===== config.mk =====
export PLATFORM = sky130hd
export DESIGN_NAME = fmul_pipe
export DESIGN_NICKNAME = d
export VERILOG_FILES = /design/src/rtl/fpu_pkg.sv /design/src/rtl/fpu_classify.sv /design/src/rtl/fmul_pipe.sv
export SDC_FILE = /design/constraint.sdc
export NUM_CORES = 2
export LEC_CHECK = 0
export CORE_ASPECT_RATIO = 0.6
export CORE_MARGIN = 2
export CORE_UTILIZATION = 50
export CTS_BUF_LIST = sky130_fd_sc_hd__clkbuf_2
export DETAILED_ROUTE_END_ITERATION = 10
export PLACE_DENSITY = 0.77
export SETUP_SLACK_MARGIN = 0.4
export SLEW_MARGIN = 20
export SYNTH_ARGS = -nofsm -noshare
export SYNTH_HDL_FRONTEND = slang
export SYNTH_HIERARCHICAL = 1
export SYNTH_SLANG_ARGS = --single-unit

===== constraint.sdc =====
create_clock -name clk -period 107.2 [get_ports clk]
set_clock_uncertainty 0.15 [all_clocks]
set_input_delay 32.16 -clock clk [delete_from_list [all_inputs] [get_ports clk]]
set_output_delay 32.16 -clock clk [all_outputs]
set_load 0.02 [all_outputs]

===== src/rtl/fpu_pkg.sv =====
// Shared types, constants and helpers for the floating-point datapath blocks.
package fpu_pkg;

   // Operand classes produced by the input classifier
   typedef enum logic [2:0] {ZERO, SUB, NORM, INF, QNAN, SNAN} fp_class_e;

   // Bit positions inside the 4-bit flags word {invalid, overflow, underflow, inexact}
   localparam int FLAG_INVALID   = 3;
   localparam int FLAG_OVERFLOW  = 2;
   localparam int FLAG_UNDERFLOW = 1;
   localparam int FLAG_INEXACT   = 0;

   // Widest word the canonical-NaN builder can describe
   localparam int NAN_MAX_W = 128;

   // Exponent bias for a given exponent field width
   function automatic int fp_bias(input int exp_w);
      return (1 << (exp_w - 1)) - 1;
   endfunction

   // Canonical quiet NaN: sign 0, exponent all ones, only the mantissa MSB set
   function automatic logic [NAN_MAX_W-1:0] canon_nan(input int exp_w, input int man_w);
      logic [NAN_MAX_W-1:0] r;
      r = '0;
      for (int i = 0; i < exp_w; i++) begin
         r[man_w + i] = 1'b1;
      end
      r[man_w - 1] = 1'b1;
      return r;
   endfunction

endpackage


===== src/rtl/fpu_classify.sv =====
// Combinational operand classifier: class, sign, effective exponent and significand.
module fpu_classify
   import fpu_pkg::*;
#(
   parameter int EXP_W = 8,
   parameter int MAN_W = 23
) (
   input  logic [EXP_W+MAN_W:0] x,
   output fp_class_e            cls,
   output logic                 sign,
   output logic [EXP_W-1:0]     exp_eff,
   output logic [MAN_W:0]       sig
);

   logic [EXP_W-1:0] exp_raw;
   logic [MAN_W-1:0] man;

   assign sign    = x[EXP_W+MAN_W];
   assign exp_raw = x[MAN_W +: EXP_W];
   assign man     = x[MAN_W-1:0];

   // Decode the class; subnormals report exponent 1 and drop the hidden bit
   always_comb begin
      cls     = NORM;
      exp_eff = exp_raw;
      sig     = {1'b1, man};
      if (exp_raw == '0) begin
         exp_eff = EXP_W'(1);
         sig     = {1'b0, man};
         cls     = (man == '0) ? ZERO : SUB;
      end else if (exp_raw == '1) begin
         if (man == '0) begin
            cls = INF;
         end else if (man[MAN_W-1]) begin
            cls = QNAN;
         end else begin
            cls = SNAN;
         end
      end
   end

endmodule


===== src/rtl/fmul_pipe.sv =====
// Three-stage IEEE-style multiplier: classify/exponent, multiply, normalise/round/pack.
module fmul_pipe
   import fpu_pkg::*;
#(
   parameter int EXP_W = 8,
   parameter int MAN_W = 23,
   parameter int FTZ   = 1,
   parameter int TAG_W = 4
) (
   input  logic                 clk,
   input  logic                 rstn,
   input  logic                 in_valid,
   output logic                 in_ready,
   input  logic [EXP_W+MAN_W:0] s,
   input  logic [EXP_W+MAN_W:0] t,
   input  logic [TAG_W-1:0]     in_tag,
   output logic                 out_valid,
   input  logic                 out_ready,
   output logic [EXP_W+MAN_W:0] d,
   output logic [TAG_W-1:0]     out_tag,
   output logic [3:0]           flags
);

   localparam int W       = 1 + EXP_W + MAN_W;
   localparam int SW      = MAN_W + 1;
   localparam int PW      = 2 * SW;
   localparam int EW      = EXP_W + 2;
   localparam int EXP_MAX = (1 << EXP_W) - 1;
   localparam logic signed [EW-1:0]  BIAS     = EW'(fp_bias(EXP_W));
   localparam logic [NAN_MAX_W-1:0]  NAN_FULL = canon_nan(EXP_W, MAN_W);
   localparam logic [W-1:0]          NAN_WORD = NAN_FULL[W-1:0];

   logic en;

   fp_class_e        cls_s, cls_t, ca, cb;
   logic             sgn_s, sgn_t, sign_c, nan_a, nan_b;
   logic [EXP_W-1:0] ex_s, ex_t;
   logic [MAN_W:0]   sig_s, sig_t;
   logic             spec_c;
   logic [W-1:0]     spec_word_c;
   logic [3:0]       spec_flags_c;
   logic signed [EW-1:0] exp_sum_c;

   logic                 v1, sign1, spec1;
   logic [TAG_W-1:0]     tag1;
   logic [W-1:0]         spec_word1;
   logic [3:0]           spec_flags1;
   logic signed [EW-1:0] exp1;
   logic [MAN_W:0]       sig_a1, sig_b1;

   logic                 v2, sign2, spec2;
   logic [TAG_W-1:0]     tag2;
   logic [W-1:0]         spec_word2;
   logic [3:0]           spec_flags2;
   logic signed [EW-1:0] exp2;
   logic [PW-1:0]        prod2;

   int                   lz, sh;
   logic                 found, tiny, lost, g, r, st, inc, inexact, ovf;
   logic signed [31:0]   e;
   logic [PW-1:0]        pn, q;
   logic [2*PW-1:0]      ext;
   logic [MAN_W-1:0]     frac;
   logic [EXP_W-1:0]     exp_field;
   logic [EXP_W+MAN_W:0] rounded;
   logic [EXP_W:0]       rexp;
   logic [W-1:0]         res_c;
   logic [3:0]           res_flags_c;

   assign en       = !out_valid || out_ready;
   assign in_ready = en;

   fpu_classify #(.EXP_W(EXP_W), .MAN_W(MAN_W)) u_cls_s (
      .x(s), .cls(cls_s), .sign(sgn_s), .exp_eff(ex_s), .sig(sig_s)
   );

   fpu_classify #(.EXP_W(EXP_W), .MAN_W(MAN_W)) u_cls_t (
      .x(t), .cls(cls_t), .sign(sgn_t), .exp_eff(ex_t), .sig(sig_t)
   );

   assign ca     = (FTZ != 0 && cls_s == SUB) ? ZERO : cls_s;
   assign cb     = (FTZ != 0 && cls_t == SUB) ? ZERO : cls_t;
   assign sign_c = sgn_s ^ sgn_t;
   assign nan_a  = (ca == QNAN) || (ca == SNAN);
   assign nan_b  = (cb == QNAN) || (cb == SNAN);

   // S1: resolve special operands up front and form the biased exponent sum
   always_comb begin
      spec_c       = 1'b1;
      spec_word_c  = '0;
      spec_flags_c = '0;
      exp_sum_c    = $signed({2'b00, ex_s}) + $signed({2'b00, ex_t}) - BIAS;
      if (nan_a || nan_b) begin
         spec_word_c                = NAN_WORD;
         spec_flags_c[FLAG_INVALID] = (ca == SNAN) || (cb == SNAN);
      end else if ((ca == INF && cb == ZERO) || (ca == ZERO && cb == INF)) begin
         spec_word_c                = NAN_WORD;
         spec_flags_c[FLAG_INVALID] = 1'b1;
      end else if (ca == INF || cb == INF) begin
         spec_word_c = {sign_c, {EXP_W{1'b1}}, {MAN_W{1'b0}}};
      end else if (ca == ZERO || cb == ZERO) begin
         spec_word_c = {sign_c, {(EXP_W+MAN_W){1'b0}}};
      end else begin
         spec_c = 1'b0;
      end
   end

   // S1 register: every stage holds when the output is stalled
   always_ff @(posedge clk or negedge rstn) begin
      if (!rstn) begin
         v1          <= 1'b0;
         tag1        <= '0;
         sign1       <= 1'b0;
         spec1       <= 1'b0;
         spec_word1  <= '0;
         spec_flags1 <= '0;
         exp1        <= '0;
         sig_a1      <= '0;
         sig_b1      <= '0;
      end else if (en) begin
         v1          <= in_valid;
         tag1        <= in_tag;
         sign1       <= sign_c;
         spec1       <= spec_c;
         spec_word1  <= spec_word_c;
         spec_flags1 <= spec_flags_c;
         exp1        <= exp_sum_c;
         sig_a1      <= sig_s;
         sig_b1      <= sig_t;
      end
   end

   // S2 register: full-width significand product
   always_ff @(posedge clk or negedge rstn) begin
      if (!rstn) begin
         v2          <= 1'b0;
         tag2        <= '0;
         sign2       <= 1'b0;
         spec2       <= 1'b0;
         spec_word2  <= '0;
         spec_flags2 <= '0;
         exp2        <= '0;
         prod2       <= '0;
      end else if (en) begin
         v2          <= v1;
         tag2        <= tag1;
         sign2       <= sign1;
         spec2       <= spec1;
         spec_word2  <= spec_word1;
         spec_flags2 <= spec_flags1;
         exp2        <= exp1;
         prod2       <= PW'(sig_a1) * PW'(sig_b1);
      end
   end

   // S3: normalise on the leading one, denormalise tiny results, round to nearest even
   always_comb begin
      lz    = 0;
      found = 1'b0;
      for (int i = PW - 1; i >= 0; i--) begin
         if (!found) begin
            if (prod2[i]) begin
               found = 1'b1;
            end else begin
               lz = lz + 1;
            end
         end
      end
      pn   = prod2 << lz;
      e    = 32'(exp2) + 32'sd1 - lz;
      tiny = (e < 32'sd1);
      sh   = 0;
      if (tiny) begin
         sh = 1 - e;
         if (sh > MAN_W + 2) begin
            sh = MAN_W + 2;
         end
      end
      ext     = {pn, {PW{1'b0}}} >> sh;
      q       = ext[2*PW-1:PW];
      lost    = |ext[PW-1:0];
      frac    = q[PW-2 -: MAN_W];
      g       = q[PW-2-MAN_W];
      r       = q[PW-3-MAN_W];
      st      = (|q[PW-4-MAN_W:0]) | lost;
      inc     = g & (r | st | frac[0]);
      inexact = g | r | st;
      // a denormalised value carries its (zero) hidden bit in the exponent lsb,
      // so a rounding carry promotes it to the minimum normal naturally
      exp_field = tiny ? {{(EXP_W-1){1'b0}}, q[PW-1]} : e[EXP_W-1:0];
      rounded   = {1'b0, exp_field, frac} + {{(EXP_W+MAN_W){1'b0}}, inc};
      rexp      = rounded[MAN_W +: EXP_W+1];
      ovf       = (e >= EXP_MAX) || (rexp >= (EXP_W+1)'(EXP_MAX));

      res_c       = {sign2, rounded[EXP_W+MAN_W-1:0]};
      res_flags_c = '0;
      if (spec2) begin
         res_c       = spec_word2;
         res_flags_c = spec_flags2;
      end else if (ovf) begin
         res_c                       = {sign2, {EXP_W{1'b1}}, {MAN_W{1'b0}}};
         res_flags_c[FLAG_OVERFLOW]  = 1'b1;
         res_flags_c[FLAG_INEXACT]   = 1'b1;
      end else if (tiny && FTZ != 0) begin
         res_c                       = {sign2, {(EXP_W+MAN_W){1'b0}}};
         res_flags_c[FLAG_UNDERFLOW] = 1'b1;
         res_flags_c[FLAG_INEXACT]   = 1'b1;
      end else begin
         res_flags_c[FLAG_UNDERFLOW] = tiny & inexact;
         res_flags_c[FLAG_INEXACT]   = inexact;
      end
   end

   // Output register: result words only update when a real result arrives
   always_ff @(posedge clk or negedge rstn) begin
      if (!rstn) begin
         out_valid <= 1'b0;
         d         <= '0;
         out_tag   <= '0;
         flags     <= '0;
      end else if (en) begin
         out_valid <= v2;
         if (v2) begin
            d       <= res_c;
            out_tag <= tag2;
            flags   <= res_flags_c;
         end
      end
   end

endmodule


# == Word-level counts from Yosys, hierarchy flattened ==
# Index checks and enable logic that the tools add are counted.
# word_totals
ff_bits,237
n_memories,0
latchBits,0
mem_bits_rw,0
mem_bits_ro,0
in_bits,72
wordCells,346
# classes
add_sub_neg,53
n_eq_ne,10
shift,2
multipliers,1
bitwise,8
reduce_logical,21
magnitude_cmp,4
mux,226
div,0
# ops
op,n
2-to-1 mux 32 bit,101
adder 32 x 2 -> 32 bit (second input constant),47
2-to-1 mux 1 bit,108
>> shifter 96 x 32 -> 96 bit,1
2-to-1 mux 31 bit,2
multiplier 24 x 24 -> 48 bit,1
2-to-1 mux 24 bit,2
OR reduction 48 bit,1
left shift 48 x 32 -> 48 bit,1
logical NOT 23 bit,2
adder 31 x 1 -> 32 bit,1
greater-or-equal comparator 32 x 9 -> 1 bit (second input constant),1
greater-than comparator 32 x 6 -> 1 bit (second input constant),1
less-than comparator 32 x 2 -> 1 bit (second input constant),1
subtractor 11 x 32 -> 32 bit,1
subtractor 2 x 32 -> 32 bit (first input constant),1
2-to-1 mux 3 bit,9
2-to-1 mux 8 bit,3
OR reduction 22 bit,1
equality test 8 bit (second input constant),2
logical NOT 8 bit,2
equality test 3 bit (second input constant),4
adder 10 x 2 -> 11 bit (second input constant),1
subtractor 9 x 7 -> 10 bit (second input constant),1
other kinds (13),30

# == Depth between registers and ports, before layout ==
# logic_depth
ltp_word,158
mapped_depth,207
ltp_nobuf,201

# == Modules after synthesis ==
# The synthesis kept the hierarchy.
# modules_own_cells
mod,seq_area_each_um2,cells_each,area_each_um2,n_inst
fmul_pipe,4479.3,5522,43020.0,1
fpu_classify,0.0,50,347.8,2

# == Worst setup path before layout ==
# OpenSTA, ideal clock, no wires.
# synth_timing
path_type,input to output
start,input out_ready
end,output in_ready
stages,4
t_arrival_ns,32.966
slack_ns,41.924
n_path_buf,2
path_cell_list,nor2b_1 inv_2 clkbuf_1 clkbuf_1
# synth_via
elab_chain_cells,1
# synth_lines
element,line_no,source
from (decl),fmul_pipe.sv:18,"input logic out_ready,"
logical OR 1 bit,fmul_pipe.sv:70,assign en = !out_valid || out_ready;
to (decl),fmul_pipe.sv:13,"output logic in_ready,"
# Every way passes these cells.

# == Worst setup path after layout ==
# Same ends and word-level chain as after synthesis.

==> summary.md <==
| Metric | Value |
|---|---|
| Adder-Cell Fraction of Synth Area | `30.6%` |
| Top-Level Pins | `114` |
| Clock transition at the registers of the reported paths | `0.32 ns` |
| Hold depth | `2` |
| Final period util | `62.1%` |
| Sequential-to-total area share from yosys stat | `10.2%` |
| Clock sink total | `179` |
| Critical R2R Capture | `d[0]$_DFFE_PN0P_` |
| Number of CTS-inserted buffers | `17` |
| Total grt overflow | `0` |
| Final nets | `6360` |
| WHS Endpoint | `tag2[3]$_DFFE_PN0N_` |
| Initial antenna violation count | `4` |
| Post-synth top flop | `dfrtp_1` |
| Final Max Tran Viols | `0` |
| Max Used Layer | `met5` |
| Outcome | `finished clean` |
| Initial Util | `50.8%` |
| Max-cap viol count | `0` |
| Post-synthesis register bit count | `179` |
| # Post-CTS Setup Buffers | `0` |
| Placer Congestion | `0.997` |
| RSZ-0062 raised after global routing | `false` |
| Compound-Gate Fraction of Synth Area | `14.2%` |
| Reg2reg start | `prod2[46]$_DFFE_PN0N_` |
| Slew HR | `20.3%` |
| Met3 WL | `23300 um` |
| FFs w/ async S/R, synth | `100%` |
| Share of cells above drive strength 1 | `5.38%` |
| Die area | `0.0899 mm2` |
| Proportion of synthesized area in mux cells | `4.28%` |
| Final Hold Viols | `0` |
| Arrival time worst endpoint | `34.21 ns` |
| Synth cell types | `124` |
| GRT Total Usage | `32.8%` |
| Synthesized area per cell | `7.78 um2` |
| WP data required | `74.89 ns` |
| Synth top area share | `22.2%` |
| DR vias | `40.5k` |
| Die X | `386 um` |
| XOR/XNOR Fraction of Synth Area | `7.73%` |
| Clk buf depth | `2` |
| Vias in the first global route | `38.3k` |
| Final Setup Violations | `0` |
| Dominant cell type by area after synthesis | `fa_1` |
| 1st-iter DRT viols | `4978` |
| Global-route wire length before repair | `227000 um` |
| Core ar. | `0.0861 mm2` |
| Slowest cell on the critical path | `clkdlybuf4s50_1` |
| Placed Area | `0.0456 mm2` |
| Hold Crit Start | `tag1[3]$_DFFE_PN0N_` |
| Area contributors post-synth | `fa_1 22%, dfrtp_1 10%, nand2_1 8.9%, ha_1 8.4%, inv_1 5.3%` |
| Placed cell count | `6638` |
| Worst-Skew Late Latency | `1.11 ns` |
| Area Growth Syn to Fin | `4.94%` |
| Crit path top cell by count | `clkdlybuf4s50_1` |
| Final min period | `66.52 ns` |
| Mapped Cells | `5622` |
| Via density | `6.07` |
| Met2 wire len | `55000 um` |
| HPWL after DPL | `117000 um` |
| Max frequency | `15.0 MHz` |
| Hold buffer count at CTS | `0` |
| Largest fanout on the critical path | `31` |
| Reg2reg path depth | `200` |
| Synth top cells by count | `1036 x nand2_1, 615 x inv_1, 484 x fa_1, 373 x nor2_1, 294 x ha_1` |
| Main combinational cell family by area after synthesis | `adder cells` |
| # rows | `83` |
| Largest net degree at the start of global routing | `108` |
| M1 WL | `66700 um` |
| Post-Syn Area | `0.0437 mm2` |
| Pre-antenna DRT Iters | `7` |
| Hold_ws | `0.303 ns` |
| Ys Warns | `6` |
| Routed WL per cell | `22.0 um` |
| Drt drc | `0` |
| Flop2flop setup slack | `63.33 ns` |
| Most frequent cell after synthesis | `nand2_1` |
| H-tree levels | `4` |
| Final instance area | `0.0459 mm2` |
| Worst-Margin Slew | `1.18 ns` |
| Post-route setup TNS | `0 ns` |
| Largest stage delay on the critical path | `0.67 ns` |
| EDFF count, synth | `0` |
| Startpoint Class | `input pin` |
| Crit-path cells | `clkdlybuf4s50_1 > nor2b_4 > inv_6 > clkdlybuf4s50_1` |
| Cts repair resizes | `0` |
| Antenna Nets Post-Route | `0` |
| Count of input and output buffers | `113` |
| Die Y | `233 um` |
| Critical path class | `in2out` |
| Drt total wl | `147000 um` |
| CTS tree | `done` |
| Clk root buf | `clkbuf_2` |
| Final cell count without fillers | `6674` |
| Simple-gate share of the synthesized area | `23.8%` |
| Worst Hold Class | `reg2reg` |
| Kind of end point of the critical path | `output port` |
-- metal layers --
metal | GRT usage [%] | vias to the layer above
li1 | - | 18300
met1 | 51.1 | 19700
met2 | 42.0 | 2399
met3 | 13.1 | 170
met4 | 4.89 | 4
met5 | 0 | -
-- metrics by stage --
stage               util (%)  setup slack [ns]
detailed placement      53.0             40.68
CTS                     53.3             40.67
finish                  53.3             40.68
global route            53.3             40.66
global placement        53.0             40.70
floorplan                  -             41.92
-- registers in the layout (all words and copies together), names as in the netlist, 3 cells and up --
register and flops:
sig_a1 24, tag2 4, exp1 10, exp2 10
spec_word1 3, spec_word2 3, flags 4, prod2 48
sig_b1 24, out_tag 4, tag1 4, d 32
-- layout make-up --
class	count	area, um2
inverter	622	2340
timing repair buffer	215	1900
sequential	179	4480
clock buffer	17	85.1
antenna	4	10.0
tap	1147	1440
clock inverter	15	158
multi-input combinational	4475	35500
fill	8105	40200
-- placed cells by master, fill, tap and decap left out, drive strengths merged, types with 10 or more instances in the layout --
master	count
a211oi	37
a21o	35
a21oi	294
a22oi	16
a31oi	53
and2	252
and3	41
buf	102
clkbuf	18
clkdlybuf4s50	112
conb	21
dfrtp	179
fa	484
ha	294
inv	627
mux2	25
mux2i	137
nand2	1036
nand2b	44
nand3	90
nand3b	14
nand4	34
nor2	376
nor2b	46
nor3	124
nor3b	14
nor4	52
o211ai	26
o21a	28
o21ai	191
o21bai	53
o22ai	23
o31ai	31
or2	30
or3	40
or4	10
xnor2	216
xnor3	14
xor2	88
-- worst max-delay path by stage --
stage,slack [ns],endpoint,startpoint
floorplan,41.92,in_ready,out_ready
detailed placement,40.68,in_ready,out_ready
finish,40.68,in_ready,out_ready
CTS,40.67,in_ready,out_ready
global route,40.66,in_ready,out_ready
global placement,40.70,in_ready,out_ready
-- cells by family after synthesis --
family / Yosys count
simple gates: 2234
buf+inv: 988
compound gates: 945
fa+ha+maj: 781
xor+xnor: 323
flops: 179
mux: 171
other cells: 1
-- worst max-delay path, delay by kind of cell --
kind | cells | cell delay [ns]
buffers and inverters | 3 | 1.42
and+or+nand+nor | 1 | 0.59
Power is left out: the tool's default activity adds up to more than one toggle a clock period on the data nets, which glitch-free logic cannot reach.
